## src/rtl/stream_interleaver.sv

```systemverilog
// Round-robin interleaver: one 2-entry FIFO per input stream, drained in fixed slot order.
// Optional build macro STREAM_INTERLEAVER_ZERO_FILL_EN emits zero samples for empty slots.
module stream_interleaver #(
  parameter int unsigned DWIDTH         = 16,
  parameter int unsigned NR_STREAMS     = 13,
  parameter int unsigned NR_STREAMS_LOG = 4
) (
  input  logic                           clk,
  input  logic                           rst,
  input  logic [NR_STREAMS-1:0]          in_req,
  output logic [NR_STREAMS-1:0]          in_ack,
  input  logic [NR_STREAMS*DWIDTH-1:0]   in_data,
  output logic                           out_req,
  input  logic                           out_ack,
  output logic [DWIDTH-1:0]              out_data,
  output logic [NR_STREAMS_LOG-1:0]      out_stream
);

  localparam int unsigned CNT_W = 2;
  localparam logic [NR_STREAMS_LOG-1:0] LAST_SLOT = NR_STREAMS_LOG'(NR_STREAMS - 1);

  logic [DWIDTH-1:0]         mem [NR_STREAMS][2];
  logic [CNT_W-1:0]          cnt [NR_STREAMS];
  logic [NR_STREAMS-1:0]     wr_ptr;
  logic [NR_STREAMS-1:0]     rd_ptr;
  logic                      out_real;

  logic [NR_STREAMS-1:0]     full;
  logic [NR_STREAMS-1:0]     wr;
  logic [NR_STREAMS-1:0]     pop;
  logic [NR_STREAMS-1:0]     rd_nxt;
  logic [NR_STREAMS-1:0]     nonempty_nxt;
  logic [CNT_W-1:0]          cnt_nxt [NR_STREAMS];
  logic                      xfer;
  logic [NR_STREAMS_LOG-1:0] slot_nxt;
  logic [DWIDTH-1:0]         head_nxt;
  logic                      sel_nonempty;
  logic                      out_req_nxt;
  logic                      out_real_nxt;
  logic [DWIDTH-1:0]         out_data_nxt;

  // Acceptance is gated by reset so nothing is taken while the block is held in reset.
  always_comb begin
    for (int i = 0; i < NR_STREAMS; i++) begin
      full[i] = cnt[i][1];
    end
  end

  assign in_ack = ~full & {NR_STREAMS{~rst}};
  assign wr     = in_req & in_ack;
  assign xfer   = out_req & out_ack;

  // Next FIFO state and the head entry the slot will present after this edge.
  always_comb begin
    pop          = '0;
    rd_nxt       = rd_ptr;
    nonempty_nxt = '0;
    head_nxt     = '0;
    sel_nonempty = 1'b0;
    slot_nxt     = out_stream;
    if (xfer) begin
      slot_nxt = (out_stream == LAST_SLOT) ? '0 : out_stream + NR_STREAMS_LOG'(1);
    end
    for (int i = 0; i < NR_STREAMS; i++) begin
      cnt_nxt[i]      = cnt[i];
      pop[i]          = xfer & out_real & (out_stream == NR_STREAMS_LOG'(i));
      cnt_nxt[i]      = cnt[i] + CNT_W'(wr[i]) - CNT_W'(pop[i]);
      rd_nxt[i]       = rd_ptr[i] ^ pop[i];
      nonempty_nxt[i] = (cnt_nxt[i] != '0);
      if (slot_nxt == NR_STREAMS_LOG'(i)) begin
        sel_nonempty = nonempty_nxt[i];
        // A write landing on the read position becomes the new head.
        if (wr[i] && (wr_ptr[i] == rd_nxt[i])) begin
          head_nxt = in_data[i*DWIDTH +: DWIDTH];
        end else begin
          head_nxt = mem[i][rd_nxt[i]];
        end
      end
    end
  end

  // Presented sample is frozen while the consumer stalls.
  always_comb begin
    out_req_nxt  = out_req;
    out_real_nxt = out_real;
    out_data_nxt = out_data;
    if (!(out_req && !out_ack)) begin
`ifdef STREAM_INTERLEAVER_ZERO_FILL_EN
      out_req_nxt  = |nonempty_nxt;
`else
      out_req_nxt  = sel_nonempty;
`endif
      out_real_nxt = sel_nonempty;
      out_data_nxt = sel_nonempty ? head_nxt : '0;
    end
  end

  always_ff @(posedge clk or posedge rst) begin
    if (rst) begin
      for (int i = 0; i < NR_STREAMS; i++) begin
        cnt[i] <= '0;
      end
      wr_ptr     <= '0;
      rd_ptr     <= '0;
      out_stream <= '0;
      out_req    <= 1'b0;
      out_real   <= 1'b0;
      out_data   <= '0;
    end else begin
      for (int i = 0; i < NR_STREAMS; i++) begin
        cnt[i] <= cnt_nxt[i];
      end
      wr_ptr     <= wr_ptr ^ wr;
      rd_ptr     <= rd_nxt;
      out_stream <= slot_nxt;
      out_req    <= out_req_nxt;
      out_real   <= out_real_nxt;
      out_data   <= out_data_nxt;
    end
  end

  // Sample storage needs no reset; validity is tracked by the counts.
  always_ff @(posedge clk) begin
    for (int i = 0; i < NR_STREAMS; i++) begin
      if (wr[i]) begin
        mem[i][wr_ptr[i]] <= in_data[i*DWIDTH +: DWIDTH];
      end
    end
  end

endmodule

```

## config.mk

```make
export PLATFORM = sky130hd
export DESIGN_NAME = stream_interleaver
export DESIGN_NICKNAME = d
export VERILOG_FILES = /design/src/rtl/stream_interleaver.sv
export SDC_FILE = /design/constraint.sdc
export NUM_CORES = 1
export LEC_CHECK = 0
export CORE_MARGIN = 5
export CORE_UTILIZATION = 45
export CTS_BUF_LIST = sky130_fd_sc_hd__clkbuf_16
export DETAILED_ROUTE_END_ITERATION = 7
export PLACE_DENSITY = 0.66
export SYNTH_ARGS = -nofsm -noshare
export SYNTH_HDL_FRONTEND = slang
export SYNTH_SLANG_ARGS = --single-unit
```

## constraint.sdc

```tcl
create_clock -name clk -period 7.6 [get_ports clk]
set_input_delay 1.14 -clock clk [delete_from_list [all_inputs] [get_ports clk]]
set_output_delay 1.14 -clock clk [all_outputs]
set_load 0.005 [all_outputs]
```

# ---- After elaboration in Yosys (flattened, before gate mapping)
# Memory sizes are Yosys's and may differ from the RTL's.
# Index checks and enable logic that the tools add are counted.
dict set report op_classes {
  bitwise 59
  n_reduce_logical 43
  n_addsub 27
  n_eq_ne 37
  muxes 133
  magnitude_cmp 39
}
# op count
set ops {}
lappend ops {{$mux 16} 79}
lappend ops {{$mux 32} 13}
lappend ops {{$demux 16 s1} 13}
lappend ops {{$ge 2x2->1 const B} 26}
lappend ops {{$not 1->2} 26}
lappend ops {{$eq 4x4->1 const B} 10}
lappend ops {{$eq 4x3->1 const B} 8}
lappend ops {{$logic_and 1x1->1} 27}
lappend ops {{$add 2x1->2} 13}
lappend ops {{$and 13x13->13} 2}
lappend ops {{$lt 2x1->1 const B} 13}
lappend ops {{$mux 1} 26}
lappend ops {{$reduce_bool 2->1} 13}
lappend ops {{$sub 2x1->2} 13}
lappend ops {{$eq 4x2->1 const B} 4}
lappend ops {{$and 1x1->1} 15}
lappend ops {{$eq 1x1->1} 13}
lappend ops {{$not 13->13} 1}
lappend ops {{$xor 1x1->1} 13}
lappend ops {{$xor 13x13->13} 1}
lappend ops {{$eq 4x1->1 const B} 2}
lappend ops {{$logic_not 4->1} 2}
lappend ops {{$mux 4} 2}
lappend ops {{$add 4x1->4 const B} 1}
lappend ops {{2 further kinds} 2}
dict set report totals {
  mem_count 1
  mem_bits_rw 416
  in_bits 224
  wordCells 357
  regBits 73
  out_inout_bits 34
}
# name words word_bits rd rd_ports_with_merged_regs write_ports line
set mem_list {}
lappend mem_list {mem 13 32 13 0 13 22} ;# logic [DWIDTH-1:0] mem [NR_STREAMS][2];

# ---- Depth between registers and ports, before layout
dict set report logic_depth {
  word_depth 23
  ltp_mapped 20
  mapped_depth_nobuf 15
}

# ---- Least setup slack after synthesis
# OpenSTA, ideal clock, no wires.
dict set report synth_path {
  path_type {in2reg}
  start {in out_ack}
  end {reg out_data[0]}
  arrival_time_ns 4.096
  path_slack_ns 3.412
  t_required_ns 7.508
  cell_stages 19
  setup_ns 0.092
  path_buffers 5
  path_cell_list {buf_4 > and4bb_2 > buf_4 > nand2_1 > inv_1 > clkbuf_1 > ha_1 > inv_1 > ha_1 > xor3_1 > nor2_1 > mux2i_1 > o2111ai_1 > a211oi_1 > o21ai_1 > or2_1 > buf_6 > buf_6 > o31ai_2}
}
# item line
set synth_rtl {}
lappend synth_rtl {{start: declaration} 14} ;# input logic out_ack,
lappend synth_rtl {{end signal: assignment} 118} ;# out_data <= out_data_nxt;
lappend synth_rtl {{end: declaration} 15} ;# output logic [DWIDTH-1:0] out_data,

==> summary.txt <==
Global route
  • Global Route Usage Sum: 24.30%
  • Largest net degree at the start of global routing: 74
  • Vias in the first global route: 17180
  • Initial antenna violation count: 6
  • First-pass GRT wire length: 109400 um
  • Total gr overflow: 0

Die
  • Die W: 242.1 um
  • Starting density of the core: 45.24%
  • Core Footprint: 0.05360 mm2
  • # IOs: 258
  • Die area: 0.05863 mm2
  • Die height: 242.1 um
  • Std-Cell Rows: 85

Synth
  • Async set or reset register ratio after synthesis: 14.93%
  • Post-synth EDFFs: 416
  • Synth Net Count: 2229
  • Syn avg cell area: 12.44 um2
  • YS warnings: 0
  • Synth Cell Area: 0.02425 mm2
  • Distinct cells, synth: 104
  • Synth Instances: 1949
  • Synth Register Bits: 489
  • Sequential area share after synthesis: 59.05%
  • Top FF cell, synth: edfxtp_1

Layout
  • Non-Filler Instances: 2906
  • Share of cells above drive strength 1: 9.751%
  • Finished Core Util: 53.99%
  • Nets: 2443
  • P&R area growth vs syn: 19.34%

STA
  • Maximum achievable frequency: 175.3 MHz
  • Clock period minus worst slack: 5.703 ns
  • Total negative slack: 0 ns
  • Setup violations, final: 0
  • Layout Skew: 0.02879 ns
  • Worst-margin pin slew: 1.227 ns
  • Slew Limit Headroom: 17.72%
  • Hold Vio Cnt, Final: 0
  • Slew Viols, Final: 0
  • Final Cycle Share: 75.04%
  • RSZ-0062 raised after global routing: false

Critical path
  • Arrival @ worst endpoint: 6.14 ns
  • Worst setup path endpoint: out_data[9]
  • R2R Setup Slk: 2.39 ns
  • Crit-path slowest cell: clkdlybuf4s50_1
  • Worst-path maximum fanout: 17
  • CP startpoint kind: input pin
  • CP cell instances: clkdlybuf4s50_1, and4bb_2, nand2_1, inv_1, ha_1, inv_1, ha_1, xor3_1, nor2_1, mux2i_1, o2111ai_1, a211oi_1, o21ai_1, or2_1, o31ai_1
  • Reg2reg path depth: 14
  • FF-to-FF End: out_data[9]
  • WP data required: 8.04 ns
  • Crit Path Category: in2reg
  • Crit. End Element: register
  • Worst Setup SP: out_ack
  • Reg2reg start: out_stream[0]
  • CP peak stage delay: 0.92 ns

Drt
  • DR DRC count: 0
  • Vias after detailed routing: 17870
  • Starting DRT DRC Count: 1938
  • Routed WL: 74630 um
  • Drt wl/cell: 25.68 um
  • DR pass1 iterations: 8
  • Final ANT Viol Nets: 0
  • Vias per inst: 6.149

Clock network
  • H-tree lvl count: 2
  • Cts bufs inserted: 53
  • Clock Tree Root: clkbuf_16
  • CTS tree: built
  • Clock Latency Late Sink: 0.62 ns
  • CTS Buffer Depth: 3
  • Clock Sink Count: 489
  • Post-CTS Resized: 0
  • Reg clk slew, reported paths: 0.06 ns
  • Post-CTS setup buffers: 0
  • # hold bufs at CTS: 0

Place
  • Port Buf Inserts: 257
  • GP Congestion: 0.8990
  • Hpwl dp: 53140 um
  • Placed insts: 2804

Pwr
  • Maximum vdd drop: 209.7 uV
  • Power Density: 368.7 mW/mm2
  • Leakage Power: 10.58 nW

Flow run
  • Max-Cap Viols: 0

Min path
  • Worst Hold Path Cells: 1
  • Tightest Hold Check Type: reg2reg

Status
  • Status: finished clean
-- worst min path at each step --
stage,startpoint,endpoint,slack [ns]
after floorplan,cnt[21],cnt[21],0.46
after global placement,cnt[0],cnt[0],0.48
after detailed placement,cnt[6],cnt[6],0.49
after CTS,cnt[6],cnt[6],0.50
after global routing,cnt[22],cnt[22],0.51
final,cnt[22],cnt[22],0.50
-- per-layer routing --
| layer | vias up | GRT usage, % | share of wire, % | wire length (um) |
|---|---|---|---|---|
| li1 | 7971 | - | - | - |
| met1 | 8817 | 33.30 | 41 | 30710 |
| met2 | 907 | 37.59 | 46 | 34140 |
| met3 | 173 | 4.998 | 8.3 | 6177 |
| met4 | 2 | 11.08 | 4.8 | 3584 |
| met5 | - | 0 | 0.025 | 19 |
-- synth_stat cells, drive strengths merged, types with 46 or more instances --
master | count | area share, %
nand2 | 146 | 2.3
clkbuf | 73 | 1.1
o21ai | 90 | 1.9
a21oi | 46 | 0.96
mux2i | 74 | 3.1
ha | 56 | 2.9
inv | 98 | 1.5
dfrtp | 73 | 7.5
edfxtp | 416 | 52
nor2 | 93 | 1.5
buf | 53 | 1.5
nand3 | 104 | 2.2
-- flip-flops by register name, indices dropped and copies added (netlist names) --
name / cells
mem: 416
cnt: 26
out_data: 16
rd_ptr: 13
wr_ptr: 13
out_stream: 4
out_real: 1
-- through the flow --
stage	cell area [um2]	total power, mW	setup WS (ns)	hold slack [ns]
2_1_floorplan	24250	6.655	3.412	0.4581
3_3_place_gp	27280	8.096	1.489	0.4816
3_5_place_dp	27280	8.181	1.368	0.4888
4_1_cts	28930	10.66	1.961	0.5026
5_1_grt	28940	11.17	1.550	0.5121
6_report	28940	10.67	1.897	0.4989
-- logic make-up after synthesis --
kind of cell | count (synthesis) | share of synthesized area (%)
mux | 95 | 4.097
simple gates | 530 | 11.26
fa+ha+maj | 56 | 2.889
compound gates | 516 | 16.62
flops | 489 | 59.05
buf+inv | 230 | 4.267
xor+xnor | 33 | 1.816
-- layout by cell type, fill, tap and decap left out, types with 25 or more instances in the layout --
cell type,n
a211oi_1,31
o2111ai_1,29
inv_1,111
o221ai_1,25
or2_2,27
a21oi_1,45
nand2b_1,27
nand2_1,144
a2bb2oi_1,31
clkbuf_16,54
o211ai_1,44
buf_4,28
ha_1,56
nor2_1,90
mux2i_1,70
o21ai_0,83
dfrtp_1,73
clkdlybuf4s50_1,257
edfxtp_1,416
nand3_1,103
a22o_1,29
-- worst max-delay path: cells and delay by family --
family                   cells  cell delay (ns)
AO/OA/AOI/OAI                4             0.94
AND/OR/NAND/NOR              4             1.69
multiplexers                 1             0.08
adder cells (fa/ha/maj)      2             0.47
buffers and inverters        3             1.56
XOR/XNOR                     1             0.24
-- power by group --
group | internal, mW | switching [mW]
clock network | 1.41 | 1.06
logic | 1.72 | 2.77
registers | 3.38 | 0.327
total | 6.51 | 4.16
-- final cells by class --
cell class	count	area (um2)
diodes	5	12.51
clock buffers	54	1351
clock inverters	43	295.3
fillers	4448	24660
inverters	104	391.6
multi-input cells	1230	8917
flip-flops and latches	489	14320
well taps	696	870.8
repair buffers	285	2783
No activity file was read; power rests on OpenSTA's default activity.
